<file path="src/rtl/uart_tx_fifo_drain.sv">
// UART transmitter: pops bytes from a registered-read FIFO and serialises start, D0..D7, optional parity and stop.
// Latency: IDLE decision edge -> pop strobe next cycle -> tx falls two edges after the pop strobe rises.
// Backpressure: pops only at frame boundaries, only when tx_en=1 and the FIFO is non-empty, one pop per frame.
module uart_tx_fifo_drain #(
    parameter int CLKS_PER_BIT = 16,
    parameter int PARITY_EN    = 0,
    parameter int PARITY_ODD   = 0
) (
    input  logic       clk,
    input  logic       rst_n,
    input  logic       tx_en,
    input  logic       fifo_empty,
    input  logic [7:0] fifo_dout,
    output logic       fifo_rd_en,
    output logic       tx,
    output logic       busy,
    output logic       tx_done
);

    localparam int                BAUD_W    = (CLKS_PER_BIT > 1) ? $clog2(CLKS_PER_BIT) : 1;
    localparam logic [BAUD_W-1:0] BAUD_LAST = BAUD_W'(CLKS_PER_BIT - 1);
    localparam logic              PAR_ON    = (PARITY_EN != 0);
    localparam logic              PAR_ODD   = (PARITY_ODD != 0);

    typedef enum logic [2:0] {
        IDLE   = 3'd0,
        POP    = 3'd1,
        LOAD   = 3'd2,
        START  = 3'd3,
        DATA   = 3'd4,
        PARITY = 3'd5,
        STOP   = 3'd6
    } state_t;

    state_t            state_q, state_d;
    logic [BAUD_W-1:0] baud_q, baud_d;
    logic [2:0]        bit_q, bit_d;
    logic [7:0]        shift_q, shift_d;
    logic              par_q, par_d;
    logic              tx_q, tx_d;
    logic              done_q, done_d;
    logic              bit_end;
    logic              can_pop;

    // Last cycle of the current serial bit.
    assign bit_end = (baud_q == BAUD_LAST);
    // A new frame may start only when enabled and there is something to pop.
    assign can_pop = tx_en && !fifo_empty;

    // State, counters, shift register and the registered line.
    always_ff @(posedge clk or negedge rst_n) begin
        if (!rst_n) begin
            state_q <= IDLE;
            baud_q  <= '0;
            bit_q   <= '0;
            shift_q <= '0;
            par_q   <= 1'b0;
            tx_q    <= 1'b1;
            done_q  <= 1'b0;
        end else begin
            state_q <= state_d;
            baud_q  <= baud_d;
            bit_q   <= bit_d;
            shift_q <= shift_d;
            par_q   <= par_d;
            tx_q    <= tx_d;
            done_q  <= done_d;
        end
    end

    // Next-state and next-line logic; every register holds unless a bit boundary moves it on.
    always_comb begin
        state_d = state_q;
        baud_d  = baud_q;
        bit_d   = bit_q;
        shift_d = shift_q;
        par_d   = par_q;
        tx_d    = tx_q;
        done_d  = 1'b0;
        case (state_q)
            IDLE: begin
                tx_d   = 1'b1;
                baud_d = '0;
                bit_d  = '0;
                if (can_pop) begin
                    state_d = POP;
                end
            end
            POP: begin
                // Pop strobe is decoded from this state; the read data arrives next cycle.
                state_d = LOAD;
            end
            LOAD: begin
                shift_d = fifo_dout;
                par_d   = (^fifo_dout) ^ PAR_ODD;
                tx_d    = 1'b0;
                baud_d  = '0;
                bit_d   = '0;
                state_d = START;
            end
            START: begin
                if (bit_end) begin
                    baud_d  = '0;
                    tx_d    = shift_q[0];
                    state_d = DATA;
                end else begin
                    baud_d = baud_q + 1'b1;
                end
            end
            DATA: begin
                if (bit_end) begin
                    baud_d = '0;
                    if (bit_q == 3'd7) begin
                        if (PAR_ON) begin
                            tx_d    = par_q;
                            state_d = PARITY;
                        end else begin
                            tx_d    = 1'b1;
                            state_d = STOP;
                        end
                    end else begin
                        bit_d   = bit_q + 3'd1;
                        shift_d = shift_q >> 1;
                        tx_d    = shift_q[1];
                    end
                end else begin
                    baud_d = baud_q + 1'b1;
                end
            end
            PARITY: begin
                if (bit_end) begin
                    baud_d  = '0;
                    tx_d    = 1'b1;
                    state_d = STOP;
                end else begin
                    baud_d = baud_q + 1'b1;
                end
            end
            STOP: begin
                tx_d = 1'b1;
                if (bit_end) begin
                    baud_d  = '0;
                    bit_d   = '0;
                    done_d  = 1'b1;
                    // Back-to-back frames skip IDLE so the gap is only POP + LOAD.
                    state_d = can_pop ? POP : IDLE;
                end else begin
                    baud_d = baud_q + 1'b1;
                end
            end
            default: begin
                state_d = IDLE;
                tx_d    = 1'b1;
            end
        endcase
    end

    assign fifo_rd_en = (state_q == POP);
    assign busy       = (state_q != IDLE);
    assign tx         = tx_q;
    assign tx_done    = done_q;

endmodule

</file>
<file path="config.mk">
export PLATFORM = sky130hd
export DESIGN_NAME = uart_tx_fifo_drain
export DESIGN_NICKNAME = d
export VERILOG_FILES = /design/src/rtl/uart_tx_fifo_drain.sv
export SDC_FILE = /design/constraint.sdc
export NUM_CORES = 1
export LEC_CHECK = 0
export CAP_MARGIN = 0
export CORE_MARGIN = 3
export CORE_UTILIZATION = 50
export CTS_BUF_LIST = sky130_fd_sc_hd__clkbuf_4
export CTS_CLUSTER_DIAMETER = 60
export CTS_CLUSTER_SIZE = 30
export DETAILED_ROUTE_END_ITERATION = 16
export MAX_ROUTING_LAYER = met4
export PLACE_DENSITY = 0.82
export SETUP_SLACK_MARGIN = 0.02
export SLEW_MARGIN = 20
export SYNTH_ARGS = -nofsm -noshare
export SYNTH_HDL_FRONTEND = slang
export SYNTH_SLANG_ARGS = --single-unit
export TNS_END_PERCENT = 100
</file>
<file path="constraint.sdc">
create_clock -name clk -period 3.4 [get_ports clk]
set_input_delay 0.51 -clock clk [delete_from_list [all_inputs] [get_ports clk]]
set_output_delay 0.51 -clock clk [all_outputs]
set_load 0.03 [all_outputs]
</file>
==> After elaboration in Yosys (flattened, before gate mapping) <==
Index checks and enable logic that the tools add are counted.
{ "word_totals": {"in_bits": 12, "wordCells": 61, "out_inout_bits": 4, "regBits": 20} }
{ "classes": {"n_bitwise": 1, "add_sub_neg": 2, "muxes": 24, "reduce_logical": 13, "n_eq_ne": 15} }
{ "op_table": {"columns": ["cell", "n"], "rows": [
  ["two-way mux 3 bit", 9],
  ["case mux 3 bit (7 select lines)", 1],
  ["two-way mux 8 bit", 2],
  ["case mux 8 bit (2 select lines)", 1],
  ["!= test 2 bit, second input constant", 7],
  ["== test 3 bit, second input constant", 4],
  ["case mux 3 bit (3 select lines)", 1],
  ["case mux 4 bit (2 select lines)", 1],
  ["AND reduction 4 bit", 2],
  ["two-way mux 1 bit", 7],
  ["== test 3 x 2 -> 1 bit, second input constant", 2],
  ["AND reduction 6 bit", 1],
  ["nonzero test 3 bit", 2],
  ["case mux 1 bit (5 select lines)", 1],
  ["adder 4 x 1 -> 4 bit, second input constant", 1],
  ["== test 4 bit, second input constant", 1],
  ["two-way mux 4 bit", 1],
  ["nonzero test 2 bit", 2],
  ["OR reduction 4 bit", 1],
  ["adder 3 x 1 -> 3 bit, second input constant", 1],
  ["== test 3 x 1 -> 1 bit, second input constant", 1],
  ["zero test 3 bit", 1],
  ["AND reduction 3 bit", 1],
  ["OR reduction 2 bit", 1],
  ["other kinds (3)", 3]
]} }

==> Depth between registers and ports, before layout <==
{ "depth": {"ltp_word": 5, "ltp_mapped": 7, "mapped_depth_nobuf": 6} }

==> Worst setup path before layout <==
Ideal clock, no wire load.
{ "synth_timing": {"path_type": "register -> output", "startpoint": "register state_q[2]", "endpoint": "output fifo_rd_en", "n_path_buf": 2, "arrival_ns": 1.402, "path_stages_with_launch": 4, "setup_slack_ns": 1.488, "required_ns": 2.890, "path_cell_list": "dfrtp_1 -> buf_4 -> clkbuf_1 -> nor3_1"} }
{ "synth_between": {"elab_chain_len": 1} }
{ "synth_lines": {"columns": ["item", "line_no", "source"], "rows": [
  ["start, declared", "35", "state_t state_q, state_d;"],
  ["start signal, assigned", "61", "state_q <= state_d;"],
  ["== test 3 x 1 -> 1 bit", "158", "assign fifo_rd_en = (state_q == POP);"],
  ["end, declared", "14", "output logic fifo_rd_en,"]
]} }
No other way between the ends.

==> Worst setup path in the final report <==
{ "layout_timing": {"startpoint": "register state_q[0]", "endpoint": "output fifo_rd_en"} }
Same word-level chain as after synthesis.

==> out/metrics.cfg <==
[floorplanning]
num_rows=17
die_x_um=57.09
core_region_area_sq_um=2340
die_area_sq_um=3259
initial_utilization_pct=55.78
dieHeight_um=57.09
io_pins=16

[timing]
max_slew_margin_pct=39.94
setup-tns-final_ns=0
worst_pin_slew_ns=0.8981
hold_violations=0
setup_viol=0
rsz0062_at_grt=false
clock-skew-final_ns=0.001832
finalCritPeriodShare_pct=80.95
drv_slew=0
fmax_ghz=0.3633
fin_crit_ns=2.752

[logic_synthesis]
synth.cell_area_sq_um=1305
synth_seq_cells=20
synth_ff_type=dfrtp_1
yosys-top-cells-area=dfrtp_1 (36%), nor3_2 (11%), nor2_1 (5.2%)
synth_top_area_share_pct=36.43
yosysTopAreaCell=dfrtp_1
synth-xor-area-share_pct=0
synth_edf_count=0
ys_seq_area_share_pct=38.45
yosys_warnings=0
avgSynthCellArea_sq_um=9.255
yosysUniqueCellTypes=45
syn_nets=156
synth_top_family_by_area=simple AND/OR/NAND/NOR gates
synth-compound-area-share_pct=18.98
synth_cells=141
synthAdderAreaFrac_pct=2.876
yosys.area_share.simple_pct=32.02
synth_mux_area_share_pct=0.7670
async_flop_share_pct=100.0

[final_layout]
multi_input_area_sq_um=713.2
register_area_sq_um=501.7
diodes=0
nNetsFinal=165
final_area_sq_um=1441
nFillCells=209
final_common_cell=dfrtp_1
final_cell_mix=dfrtp_1 (19), nor2_1 (18), clkdlybuf4s50_1 (15), nor3_2 (14), nand2_1 (13)
area_growth_pct=10.45
drive_above_1_share_pct=18.12

[critical_path]
max_stage_delay_ns=0.81
crit_family=buffers and inverters
crit_arrival_ns=2.24
end_kind=output pin
critPathBufInv=2
crit_slowest_cell=dfrtp_1
crit_path_max_fanout=23
critical_path_required_ns=2.89
path_class=reg2out
startpoint_type=register
path_cells=inv_2 > nor3_1 > clkdlybuf4s50_1

[clock_network]
cts_max_level=1
clkLatencyLatePin_ns=0.30
cts-resized-gates=0
cts_sinks=20
cts_hold_buf=0
clk_pin_slew_ns=0.11
cts_tree=built
cts_setup_buffers=0
cts-root-buf=clkbuf_4
cts_buffer_depth=2
cts-buffers-inserted=3

[grt]
grt_pass1_wl_um=4491
grt_pass1_vias=978
antenna_found_initial=0
grt_max_degree=27
grt_remaining_overflow=0
gr-usage-all-layers_pct=17.87

[power]
p_per_area_nw_per_um2=278.4
finalPower_mw=0.4013
peakVddDrop_uv=338.0
leakagePower_nw=0.6397

[route]
vias=1090
drt_iter0_drc=38
drt_drc_violations_left=0
route.detailed.vias_per_inst=6.158
ant_nets=0
wl_per_cell_um=15.33
routed_wl_um=2714
drt_pass1_iterations=4

[placed_design]
place.gp.congestion=0.7847
place_area_sq_um=1411
hpwl_um=1940
portBuffers=15

[flow_run]
drv_cap=0

[run_status]
status=finished clean

[worst_hold_path]
hold_path.class=reg2reg

## through the flow
step / hold slack (ns) / setup WS, ns / instances / utilization, %
4_1_cts: 0.5463 / 0.6502 / 177 / 61.60
3_5_place_dp: 0.5183 / 1.023 / 173 / 60.32
3_3_place_gp: 0.5178 / 1.104 / 173 / 60.32
5_1_grt: 0.5951 / 0.5161 / 177 / 61.60
6_report: 0.5351 / 0.6477 / 177 / 61.60
2_1_floorplan: 0.2144 / 1.488 / 141 / -
## per-layer routing
metal / global-route usage, % / wire (um) / vias up
met2: 26.26 / 1316 / 27
met4: 2.980 / 21 / 0
met3: 4.751 / 139 / 2
met1: 25.11 / 1236 / 533
met5: - / 0 / -
li1: - / - / 528
## registers in the layout (all words and copies together), names as in the netlist
name / count
baud_q: 4
tx_done: 1
state_q: 3
tx: 1
shift_q: 8
bit_q: 3
## worst reg2reg max path, stage by stage, from the launching register on
cell and delay [ns]:
dfrtp_1 0.44, ha_1 0.28, and3_1 0.45, and3_1 0.49
nor3_2 0.08, nor3_2 0.21
## cell usage after synthesis (2+ instances only)
cell and instances:
nand3_1 9, and2_1 2, buf_2 3, a21oi_1 5
a32o_1 2, o22ai_1 2, buf_4 5, o21ai_0 2
and3_1 2, ha_1 3, inv_2 2, buf_6 2
o211ai_1 3, nor3_2 14, nand3_2 2, o21ai_1 4
nand2_1 13, nor2_1 18, nor3_1 4, dfrtp_1 19
## cell type report
cell class | count | share of cell area, %
Clock buffer | 4 | 2.083
Sequential cell | 20 | 34.81
Multi-Input combinational cell | 107 | 49.48
Tap cell | 28 | 2.431
Inverter | 3 | 0.7813
Timing Repair Buffer | 15 | 10.42
## path summary, 6_finish.rpt
kind	start	to	slack (ns)	cells past startpoint
worst min-delay path	bit_q[1]	bit_q[1]	0.54	2
max in group asynchronous	rst_n	shift_q[6]	2.15	1
worst max-delay path	state_q[0]	fifo_rd_en	0.65	3
min in group asynchronous	rst_n	baud_q[3]	0.70	1
worst max register to register	baud_q[0]	shift_q[5]	1.37	5
worst min register to register	bit_q[1]	bit_q[1]	0.54	2
## kinds of logic after synthesis
group	count (synthesis)
AO/OA/AOI/OAI	34
adder cells (fa/ha/maj)	3
multiplexers	1
AND/OR/NAND/NOR	69
buffers and inverters	14
flip-flops	20
## power breakdown
group / switching [mW] / internal (mW)
sequential: 0.00408 / 0.243
clock: 0.0739 / 0.0537
combinational: 0.0110 / 0.0155
total: 0.0891 / 0.312
No activity file was read; power rests on OpenSTA's default activity.
